==> config.mk <==
export PLATFORM = sky130hd
export DESIGN_NAME = axi_mac_src_flat
export DESIGN_NICKNAME = d
export VERILOG_FILES = /design/src/rtl/axi_mac_src_pkg.sv /design/src/rtl/axi_mac_src_if.sv /design/src/rtl/axi_mac_src_pair_fifo.sv /design/src/rtl/axi_mac_src.sv /design/src/flat_wrapper.sv
export SDC_FILE = /design/constraint.sdc
export NUM_CORES = 1
export LEC_CHECK = 0
export ABC_AREA = 1
export CORE_ASPECT_RATIO = 2
export CORE_MARGIN = 3
export CORE_UTILIZATION = 50
export DETAILED_ROUTE_END_ITERATION = 7
export PLACE_DENSITY_LB_ADDON = 0.3
export SYNTH_ARGS = -nofsm -noshare
export SYNTH_HDL_FRONTEND = slang
export SYNTH_HIERARCHICAL = 1
export SYNTH_SLANG_ARGS = --single-unit
==> constraint.sdc <==
create_clock -name clock -period 3.47 [get_ports clock]
set_clock_uncertainty 0.1 [all_clocks]
set_input_delay 0.694 -clock clock [delete_from_list [all_inputs] [get_ports clock]]
set_output_delay 0.694 -clock clock [all_outputs]
set_load 0.005 [all_outputs]
==> src/rtl/axi_mac_src_pkg.sv <==
// Shared types and default operand geometry for the MAC operand stream.
// Package name is mac_stream_pkg; imported by the stream interface and the top.
package mac_stream_pkg;
  typedef enum logic {IDLE = 1'b0, RUN = 1'b1} state_t;

  localparam int INT_A  = 6;
  localparam int FRAC_A = 8;
  localparam int INT_B  = 6;
  localparam int FRAC_B = 8;
  localparam int A_W    = INT_A + FRAC_A;
  localparam int B_W    = INT_B + FRAC_B;
  localparam int PAIR_W = A_W + B_W;
endpackage

==> src/rtl/axi_mac_src_if.sv <==
// Operand stream toward the MAC accumulator: a/b pair with valid/ready/last handshake.
interface axi_mac_src_if #(
  parameter int A_W = mac_stream_pkg::A_W,
  parameter int B_W = mac_stream_pkg::B_W
) ();
  logic signed [A_W-1:0] a;
  logic signed [B_W-1:0] b;
  logic                  valid_o;
  logic                  last_o;
  logic                  ready_i;

  modport master (output a, b, valid_o, last_o, input ready_i);
  modport slave  (input a, b, valid_o, last_o, output ready_i);
endinterface

==> src/rtl/axi_mac_src_pair_fifo.sv <==
// Synchronous operand-pair FIFO (module mac_pair_fifo); pointers carry an extra MSB
// so full and empty are distinguished without a separate counter.
module mac_pair_fifo #(
  parameter int PAIR_W = 28,
  parameter int DEPTH  = 16
) (
  input  logic                     clock,
  input  logic                     rst,
  input  logic                     i_push,
  input  logic [PAIR_W-1:0]        i_wdata,
  input  logic                     i_pop,
  output logic [PAIR_W-1:0]        o_rdata,
  output logic                     o_full,
  output logic                     o_empty,
  output logic [$clog2(DEPTH):0]   o_level
);
  localparam int PTR_W = $clog2(DEPTH);

  logic [PAIR_W-1:0] r_mem [DEPTH];
  logic [PTR_W:0]    r_wptr;
  logic [PTR_W:0]    r_rptr;
  logic              w_push;
  logic              w_pop;

  assign o_full  = (r_wptr[PTR_W] != r_rptr[PTR_W]) &&
                   (r_wptr[PTR_W-1:0] == r_rptr[PTR_W-1:0]);
  assign o_empty = (r_wptr == r_rptr);
  assign o_level = r_wptr - r_rptr;
  // A push seen while full is lost even if a pop frees a slot on the same edge.
  assign w_push  = i_push && !o_full;
  assign w_pop   = i_pop && !o_empty;
  assign o_rdata = r_mem[r_rptr[PTR_W-1:0]];

  always_ff @(posedge clock) begin
    if (rst) begin
      r_wptr <= '0;
      r_rptr <= '0;
    end else begin
      if (w_push) r_wptr <= r_wptr + (PTR_W+1)'(1);
      if (w_pop)  r_rptr <= r_rptr + (PTR_W+1)'(1);
    end
  end

  always_ff @(posedge clock) begin
    if (w_push) r_mem[r_wptr[PTR_W-1:0]] <= i_wdata;
  end
endmodule

==> src/rtl/axi_mac_src.sv <==
// Transmit side of the MAC operand stream: FIFO-buffered (a,b) pairs sent as vectors of vec_len beats.
// Optional macro AXI_MAC_SRC_OVF_EN adds a sticky ovf flag for writes dropped while full.
module axi_mac_src
  import mac_stream_pkg::*;
#(
  parameter int int_a  = 6,
  parameter int frac_a = 8,
  parameter int int_b  = 6,
  parameter int frac_b = 8,
  parameter int DEPTH  = 16,
  parameter int LEN_W  = 8
) (
  input  logic                             clock,
  input  logic                             rst,
  input  logic                             wr_en,
  input  logic signed [int_a+frac_a-1:0]   wr_a,
  input  logic signed [int_b+frac_b-1:0]   wr_b,
  output logic                             full,
  output logic [$clog2(DEPTH):0]           level,
  input  logic                             start,
  input  logic [LEN_W-1:0]                 vec_len,
  output logic                             busy,
  output logic                             done,
  axi_mac_src_if.master                    m
`ifdef AXI_MAC_SRC_OVF_EN
  ,
  output logic                             ovf
`endif
);
  localparam int AW = int_a + frac_a;
  localparam int BW = int_b + frac_b;
  localparam int PW = AW + BW;

  state_t                r_state;
  logic [LEN_W-1:0]      r_len;
  logic [LEN_W-1:0]      r_cnt;
  logic signed [AW-1:0]  r_a_p1;
  logic signed [BW-1:0]  r_b_p1;
  logic                  r_vld_p1;
  logic                  r_last_p1;
  logic                  r_done;
  logic [PW-1:0]         w_head;
  logic                  w_empty;
  logic                  w_xfer;
  logic                  w_load;

  assign w_xfer = r_vld_p1 && m.ready_i;
  // Refill the output register only when it is free this cycle and the vector still owes beats.
  assign w_load = (r_state == RUN) && (!r_vld_p1 || w_xfer) && !w_empty && (r_cnt < r_len);

  mac_pair_fifo #(
    .PAIR_W (PW),
    .DEPTH  (DEPTH)
  ) u_fifo (
    .clock   (clock),
    .rst     (rst),
    .i_push  (wr_en),
    .i_wdata ({wr_a, wr_b}),
    .i_pop   (w_load),
    .o_rdata (w_head),
    .o_full  (full),
    .o_empty (w_empty),
    .o_level (level)
  );

  // ---- p0 -> p1: FIFO head into the output register, FSM and beat counter ----
  always_ff @(posedge clock) begin
    if (rst) begin
      r_state   <= IDLE;
      r_len     <= '0;
      r_cnt     <= '0;
      r_a_p1    <= '0;
      r_b_p1    <= '0;
      r_vld_p1  <= 1'b0;
      r_last_p1 <= 1'b0;
      r_done    <= 1'b0;
    end else begin
      r_done <= 1'b0;
      case (r_state)
        IDLE: begin
          if (start && (vec_len != '0)) begin
            r_state <= RUN;
            r_len   <= vec_len;
            r_cnt   <= '0;
          end
        end
        RUN: begin
          if (w_xfer && r_last_p1) begin
            r_state <= IDLE;
            r_done  <= 1'b1;
          end
        end
        default: r_state <= IDLE;
      endcase

      if (w_load) begin
        r_a_p1    <= signed'(w_head[PW-1:BW]);
        r_b_p1    <= signed'(w_head[BW-1:0]);
        r_vld_p1  <= 1'b1;
        r_last_p1 <= (r_cnt == r_len - LEN_W'(1));
        r_cnt     <= r_cnt + LEN_W'(1);
      end else if (w_xfer) begin
        r_vld_p1  <= 1'b0;
        r_last_p1 <= 1'b0;
      end
    end
  end

  assign m.a       = r_a_p1;
  assign m.b       = r_b_p1;
  assign m.valid_o = r_vld_p1;
  assign m.last_o  = r_last_p1;
  assign busy      = (r_state == RUN);
  assign done      = r_done;

`ifdef AXI_MAC_SRC_OVF_EN
  logic r_ovf;

  always_ff @(posedge clock) begin
    if (rst)                r_ovf <= 1'b0;
    else if (wr_en && full) r_ovf <= 1'b1;
  end

  assign ovf = r_ovf;
`endif
endmodule

==> src/flat_wrapper.sv <==
// flat-port wrapper written by rule: the top's interface ports become plain ports
module axi_mac_src_flat import mac_stream_pkg::*;
#(
  parameter int int_a  = 6,
  parameter int frac_a = 8,
  parameter int int_b  = 6,
  parameter int frac_b = 8,
  parameter int DEPTH  = 16,
  parameter int LEN_W  = 8
)
  (clock, rst, wr_en, wr_a, wr_b, full, level, start, vec_len, busy, done, m_a, m_b, m_valid_o, m_last_o, m_ready_i);
  axi_mac_src_if #(.A_W((14)), .B_W((14))) m_i ();
  input  logic clock;
  input  logic rst;
  input  logic wr_en;
  input  logic signed [int_a+frac_a-1:0] wr_a;
  input  logic signed [int_b+frac_b-1:0] wr_b;
  output logic full;
  output logic [$clog2(DEPTH):0] level;
  input  logic start;
  input  logic [LEN_W-1:0] vec_len;
  output logic busy;
  output logic done;
  output wire logic [$bits(m_i.a)-1:0] m_a;
  output wire logic [$bits(m_i.b)-1:0] m_b;
  output wire logic [$bits(m_i.valid_o)-1:0] m_valid_o;
  output wire logic [$bits(m_i.last_o)-1:0] m_last_o;
  input wire logic [$bits(m_i.ready_i)-1:0] m_ready_i;
  assign m_a = m_i.a;
  assign m_b = m_i.b;
  assign m_valid_o = m_i.valid_o;
  assign m_last_o = m_i.last_o;
  assign m_i.ready_i = m_ready_i;
  axi_mac_src #(.int_a(int_a), .frac_a(frac_a), .int_b(int_b), .frac_b(frac_b), .DEPTH(DEPTH), .LEN_W(LEN_W)) u_core (.clock(clock), .rst(rst), .wr_en(wr_en), .wr_a(wr_a), .wr_b(wr_b), .full(full), .level(level), .start(start), .vec_len(vec_len), .busy(busy), .done(done), .m(m_i));
endmodule
== Word level (Yosys, flattened, before mapping) ==
Memories as Yosys holds them, arrays and structs flattened. A register that Yosys moved wholly into a read port is not among the register bits.
Cells that the tools add are included.

* Magnitude comparators: 1
* Mux-type cells: 12
* Equality and inequality tests: 5
* $add $sub $neg: 5
* Bitwise gates (word level): 1
* Reduce and logical (&&, ||, !) cells: 19

{| class="wikitable"
|+ Operators by type and width
! kind !! count
|-
| $mux W8 || 3
|-
| $add A5 B1 Y5 const B || 2
|-
| $logic_and A1 B1 Y1 || 9
|-
| $add A8 B1 Y8 const B || 1
|-
| $eq A8 B8 Y1 || 1
|-
| $lt A8 B8 Y1 || 1
|-
| $mux W1 || 8
|-
| $reduce_bool A8 Y1 || 1
|-
| $sub A8 B1 Y8 const B || 1
|-
| $eq A5 B5 Y1 || 1
|-
| $sub A5 B5 Y5 || 1
|-
| $eq A4 B4 Y1 || 1
|-
| $reduce_and A2 Y1 || 2
|-
| $reduce_bool A2 Y1 || 2
|-
| $logic_not A1 Y1 || 3
|-
| $ne A2 B2 Y1 const B || 1
|-
| $pmux W1 S2 || 1
|-
| $reduce_or A2 Y1 || 1
|-
| $logic_or A1 B1 Y1 || 1
|-
| $ne A1 B1 Y1 || 1
|-
| $not A1 Y1 || 1
|}

* Memory bits (writable): 448
* Register bits: 30
* Input bits: 41
* Output and inout bits: 38
* Memories kept: 1

{| class="wikitable"
|+ Memories
! name !! depth !! width !! rd ports !! clocked after memory_dff !! wr ports !! line !! source
|-
| u_core.u_fifo.r_mem || 16 || 28 || 1 || 1 || 1 || axi_mac_src_pair_fifo.sv:19 || <nowiki>logic [PAIR_W-1:0] r_mem [DEPTH];</nowiki>
|}

== Depth between registers and ports, before layout ==
* Word-level depth: 7
* Gate-level depth with buffers: 17
* Depth with buffers taken out: 15

== Cells and area by module ==
The synthesis kept the hierarchy.

{| class="wikitable"
|+ By module, submodules not included
! module !! cells each !! area each (um^2) !! times used
|-
| mac_pair_fifo || 1945 || 20050.5 || 1
|-
| axi_mac_src || 315 || 2235.9 || 1
|}

== Worst setup path before layout ==
OpenSTA, ideal clock, no wires.

* Path kind: register -> register
* Start: register u_core.u_fifo.r_rptr[2]
* End: memory u_core.u_fifo.r_mem[3][0], enable pin
* Slack: -259 ps
* Arrival time: 3181 ps
* Stages on the path, launching flop included: 9
* Setup time: 448 ps
* Required time: 2922 ps
* Path through: dfxtp_1 -> clkbuf_1 -> inv_1 -> ha_1 -> nand2_1 -> nor2_1 -> nand2_2 -> nand2_2 -> nor3_1

* Longest elaborated chain between the ends: 6

{| class="wikitable"
|+ RTL lines
! what !! line !! source
|-
| start: declaration || axi_mac_src_pair_fifo.sv:21 || <nowiki>logic [PTR_W:0] r_rptr;</nowiki>
|-
| start signal: assignment || axi_mac_src_pair_fifo.sv:40 || <nowiki>if (w_pop) r_rptr <= r_rptr + (PTR_W+1)'(1);</nowiki>
|-
| $eq A4 B4 Y1 || axi_mac_src_pair_fifo.sv:26 || <nowiki>(r_wptr[PTR_W-1:0] == r_rptr[PTR_W-1:0]);</nowiki>
|-
| $logic_and A1 B1 Y1 || axi_mac_src_pair_fifo.sv:25 || <nowiki>assign o_full = (r_wptr[PTR_W] != r_rptr[PTR_W]) &&</nowiki>
|-
| $logic_not A1 Y1 || axi_mac_src_pair_fifo.sv:30 || <nowiki>assign w_push = i_push && !o_full;</nowiki>
|-
| $logic_and A1 B1 Y1 || axi_mac_src_pair_fifo.sv:30 ||
|-
| $mux W1 || axi_mac_src_pair_fifo.sv:45 || <nowiki>if (w_push) r_mem[r_wptr[PTR_W-1:0]] <= i_wdata;</nowiki>
|-
| $mux W1 (not written as such) || axi_mac_src_pair_fifo.sv:45 ||
|-
| end: declaration || axi_mac_src_pair_fifo.sv:19 ||
|}

Every way passes these cells.

== Worst setup path in the final report ==
* Start: register u_core.u_fifo.r_wptr[0]
* End: output level[4]

* Longest elaborated chain between the ends: 1

{| class="wikitable"
|+ RTL lines
! what !! line !! source
|-
| start: declaration || axi_mac_src_pair_fifo.sv:20 || <nowiki>logic [PTR_W:0] r_wptr;</nowiki>
|-
| start signal: assignment || axi_mac_src_pair_fifo.sv:39 || <nowiki>if (w_push) r_wptr <= r_wptr + (PTR_W+1)'(1);</nowiki>
|-
| $sub A5 B5 Y5 || axi_mac_src_pair_fifo.sv:28 || <nowiki>assign o_level = r_wptr - r_rptr;</nowiki>
|-
| end: declaration || flat_wrapper.sv:19 || <nowiki>output logic [$clog2(DEPTH):0] level;</nowiki>
|}

Every way passes these cells.

==> impl_metrics.json <==
{
  "status": "finished, final reports clean",
  "insertion_delay_ns": 0.58,
  "post-route-util_pct": 57.37,
  "power_density_nw_per_um2": 510.4,
  "syn_nets": 2321,
  "tritoncts": "done",
  "reg2reg_slack_ns": 0.56,
  "drt-initial-drc-count": 1200,
  "crit_buf_inv": 3,
  "combPwrFrac_pct": 8.8,
  "r2r-end": "u_core/m.last_o",
  "remaining_drc_errors": 0,
  "cts_setup_buffers": 0,
  "finalCritPeriodShare_pct": 94.38,
  "crit_path_end_kind": "output pin",
  "power.total_mw": 12.82,
  "yosysSeqAreaShare_pct": 65.93,
  "path_cells": "inv_2 > ha_1 > inv_1 > fa_1 > nand3_1 > nand2_1 > xor2_1 > clkdlybuf4s50_1",
  "start_util_pct": 50.90,
  "cp.required_ns": 2.68,
  "grt_pass1_vias": 15450,
  "wl_mm": 54.45,
  "cp_max_fo": 6,
  "grt_max_degree": 129,
  "antenna_found_initial": 1,
  "nets": 2379,
  "num_vias": 15550,
  "max_stage_delay_ns": 0.53,
  "fmax_mhz": 305.4,
  "leakagePower_nw": 10.45,
  "dieArea_um2": 47300,
  "rr_startpoint": "u_core/u_fifo/r_rptr[2]",
  "synth_area_um2": 22290,
  "critical_path_arrival_ns": 2.48,
  "ir_drop_uv": 327.0,
  "drt-pass1-iter-count": 5,
  "worst_slew_pin_slew_ns": 0.8190,
  "multi_input_area_um2": 5678,
  "grt-ovfl-total": 0,
  "drive_gt1_share_pct": 5.565,
  "core_um2": 43780,
  "period_minus_slack_ns": 3.275,
  "nFillCells": 3642,
  "power_frac_clock_pct": 37.7,
  "numPortBuffers": 78,
  "io_pins": 79,
  "ant_nets": 0,
  "numCtsBuffers": 44,
  "worst-setup-path-type": "reg2out",
  "grt_usage_pct": 22.78,
  "ff_latch_area_um2": 14700,
  "rows": 108,
  "postCtsResizedCells": 0,
  "slew_viol_final": 0,
  "async_flop_share_pct": 0,
  "die_height_um": 304.6,
  "cts_max_level": 2,
  "slowest_stage": "clkdlybuf4s50_1",
  "syn_inst": 2260,
  "maxCapViolCount": 0,
  "ctsLongestPathBuffers": 3,
  "wire_per_inst_um": 18.74,
  "die_x_um": 155.3,
  "synth_flop_cell": "edfxtp_1",
  "root_buffer": "clkbuf_16",
  "ys_types": 27,
  "rsz0062_at_grt": "false",
  "r2r_cells": 13,
  "relSlewSlack_pct": 45.23,
  "syn_area_per_cell_um2": 9.861,
  "holdPathEnd": "u_core/m.a[10]",
  "viasPerCell": 5.351,
  "cts_hold_buf": 0,
  "synth_warnings": 6,
  "p_sw_mw": 3.005,
  "min_from": "u_core/m.a[10]",
  "path_clk_slew_ns": 0.07,
  "areaGrowthSynthToFinish_pct": 12.71,
  "setup_viol": 0,
  "ys_seq_elements": 510,
  "path_delay_family": "buffers and inverters",
  "dp_hpwl_mm": 32.45,
  "setup.worst_path.start_class": "register",
  "p_int_mw": 9.815,
  "p_sw_share_pct": 23.44,
  "min_path_cells": 2,
  "gp_congestion": 0.8595,
  "p_seq_share_pct": 53.5,
  "synth_edf_count": 448,
  "hp-class": "reg2reg",
  "grt_pass1_wl_mm": 83.47,
  "hold_viol": 0,
  "cts.sinks": 510
}
[metrics by stage]
step                      hold WS [ns]  std cells  instance area, um^2  setup WS, ns  setup TNS (ns)
after CTS                       0.3899       2904                25120       0.08897               0
final                           0.3844       2905                25120        0.1951               0
after detailed placement        0.3750       2822                23710        0.5802               0
after global placement          0.3684       2822                23710        0.6283               0
after global routing            0.4285       2904                25120       0.04824               0
after floorplan                 0.3660       2260                22290       -0.2590          -21.75
[logic make-up after synthesis]
family | after synthesis | synth area share [%]
buffers and inverters | 492 | 9.095
flip-flops | 510 | 65.93
adder cells (fa/ha/maj) | 20 | 1.157
XOR/XNOR | 13 | 0.5109
AND/OR/NAND/NOR | 1150 | 21.60
AO/OA/AOI/OAI | 75 | 1.707
[worst register-to-register path: stages, from the launching register on]
cell and delay (ns):
dfxtp_1 0.45, inv_1 0.07, ha_1 0.36, nand2_1 0.08, nor2_1 0.18, nand2_1 0.17
inv_1 0.28, nor2_1 0.12, nand3_1 0.10, nor2_1 0.05, nand2_2 0.07, buf_4 0.44
nand3_1 0.15, a21oi_1 0.21
[Yosys cell counts, types with 3 or more instances]
cell type / number / area, um^2
clkbuf_1: 20 / 75.07
buf_6: 3 / 33.78
inv_2: 3 / 11.26
o21ai_1: 3 / 15.01
nor3_1: 4 / 20.02
buf_1: 8 / 30.03
nand2_1: 659 / 2474
xor2_1: 8 / 70.07
ha_1: 19 / 237.7
buf_2: 54 / 270.3
nand4_1: 5 / 31.28
nor2_1: 106 / 397.9
nand2_2: 4 / 25.02
buf_4: 23 / 172.7
xnor2_1: 5 / 43.79
dfxtp_1: 62 / 1241
edfxtp_1: 448 / 13450
inv_1: 379 / 1423
nand3_1: 369 / 1847
a21oi_1: 29 / 145.1
o21ai_0: 41 / 205.2
[flip-flops by register name, summed over array words and instances, names as in the netlist, named ones only]
signal / cells
u_core/busy: 1
u_core/done: 1
u_core/m.a: 14
u_core/m.b: 14
u_core/m.last_o: 1
u_core/m.valid_o: 1
u_core/r_cnt: 8
u_core/r_len: 8
u_core/u_fifo/r_mem: 448
u_core/u_fifo/r_rptr: 5
u_core/u_fifo/r_wptr: 5
[layout by cell type, fill, tap and decap left out, drive strengths merged, types with 8 or more instances in the layout]
cell type      netlist  layout
dfxtp               62      62
ha                  19      19
nor2               106     106
buf                 88      42
edfxtp             448     448
inv                383     387
nand3              369     369
nand2              663     663
a21oi               29      29
o21ai               44      44
clkdlybuf4s50        0      78
clkinv               1      14
xor2                 8       8
clkbuf              20      61
[power by group through the flow]
stage	Combinational (mW)	Clock, mW	Sequential (mW)
2_1_floorplan	0.679	0	6.96
3_3_place_gp	1.10	0	6.99
3_5_place_dp	1.12	0	7.00
4_1_cts	1.13	4.92	6.86
5_1_grt	1.25	5.12	6.87
6_report	1.12	4.84	6.86
[area by class of cell]
type,instances,share of cell area (%)
Timing Repair Buffer,120,4.762
Antenna cell,1,0.009962
Clock inverter,21,0.8667
Clock buffer,61,4.717
Multi-Input combinational cell,1258,22.60
Inverter,384,5.768
Tap cell,550,2.740
Sequential cell,510,58.53
[how the worst max path moves through the flow]
stage	cells past startpoint	slack, ns	startpoint	endpoint
2_1_floorplan	8	-0.26	u_core/u_fifo/r_rptr[2]	u_core/u_fifo/r_mem[3][0]
3_3_place_gp	6	0.63	wr_en	u_core/u_fifo/r_mem[10][25]
3_5_place_dp	6	0.58	wr_en	u_core/u_fifo/r_mem[10][25]
4_1_cts	8	0.09	u_core/u_fifo/r_wptr[0]	level[4]
5_1_grt	8	0.05	u_core/u_fifo/r_wptr[0]	level[4]
6_report	8	0.20	u_core/u_fifo/r_wptr[0]	level[4]
[routing by layer]
layer  part of all wire (%)  vias to the layer above  wire length [um]  track usage, %
met5                      0                        -                 0               0
met4                    4.4                        0              2413           10.19
met3                    5.5                      153              2992           2.854
met2                     54                      546             29410           42.29
met1                     36                     7448             19640           25.79
li1                       -                     7399                 -               -
(Power assumes the default switching activity.)
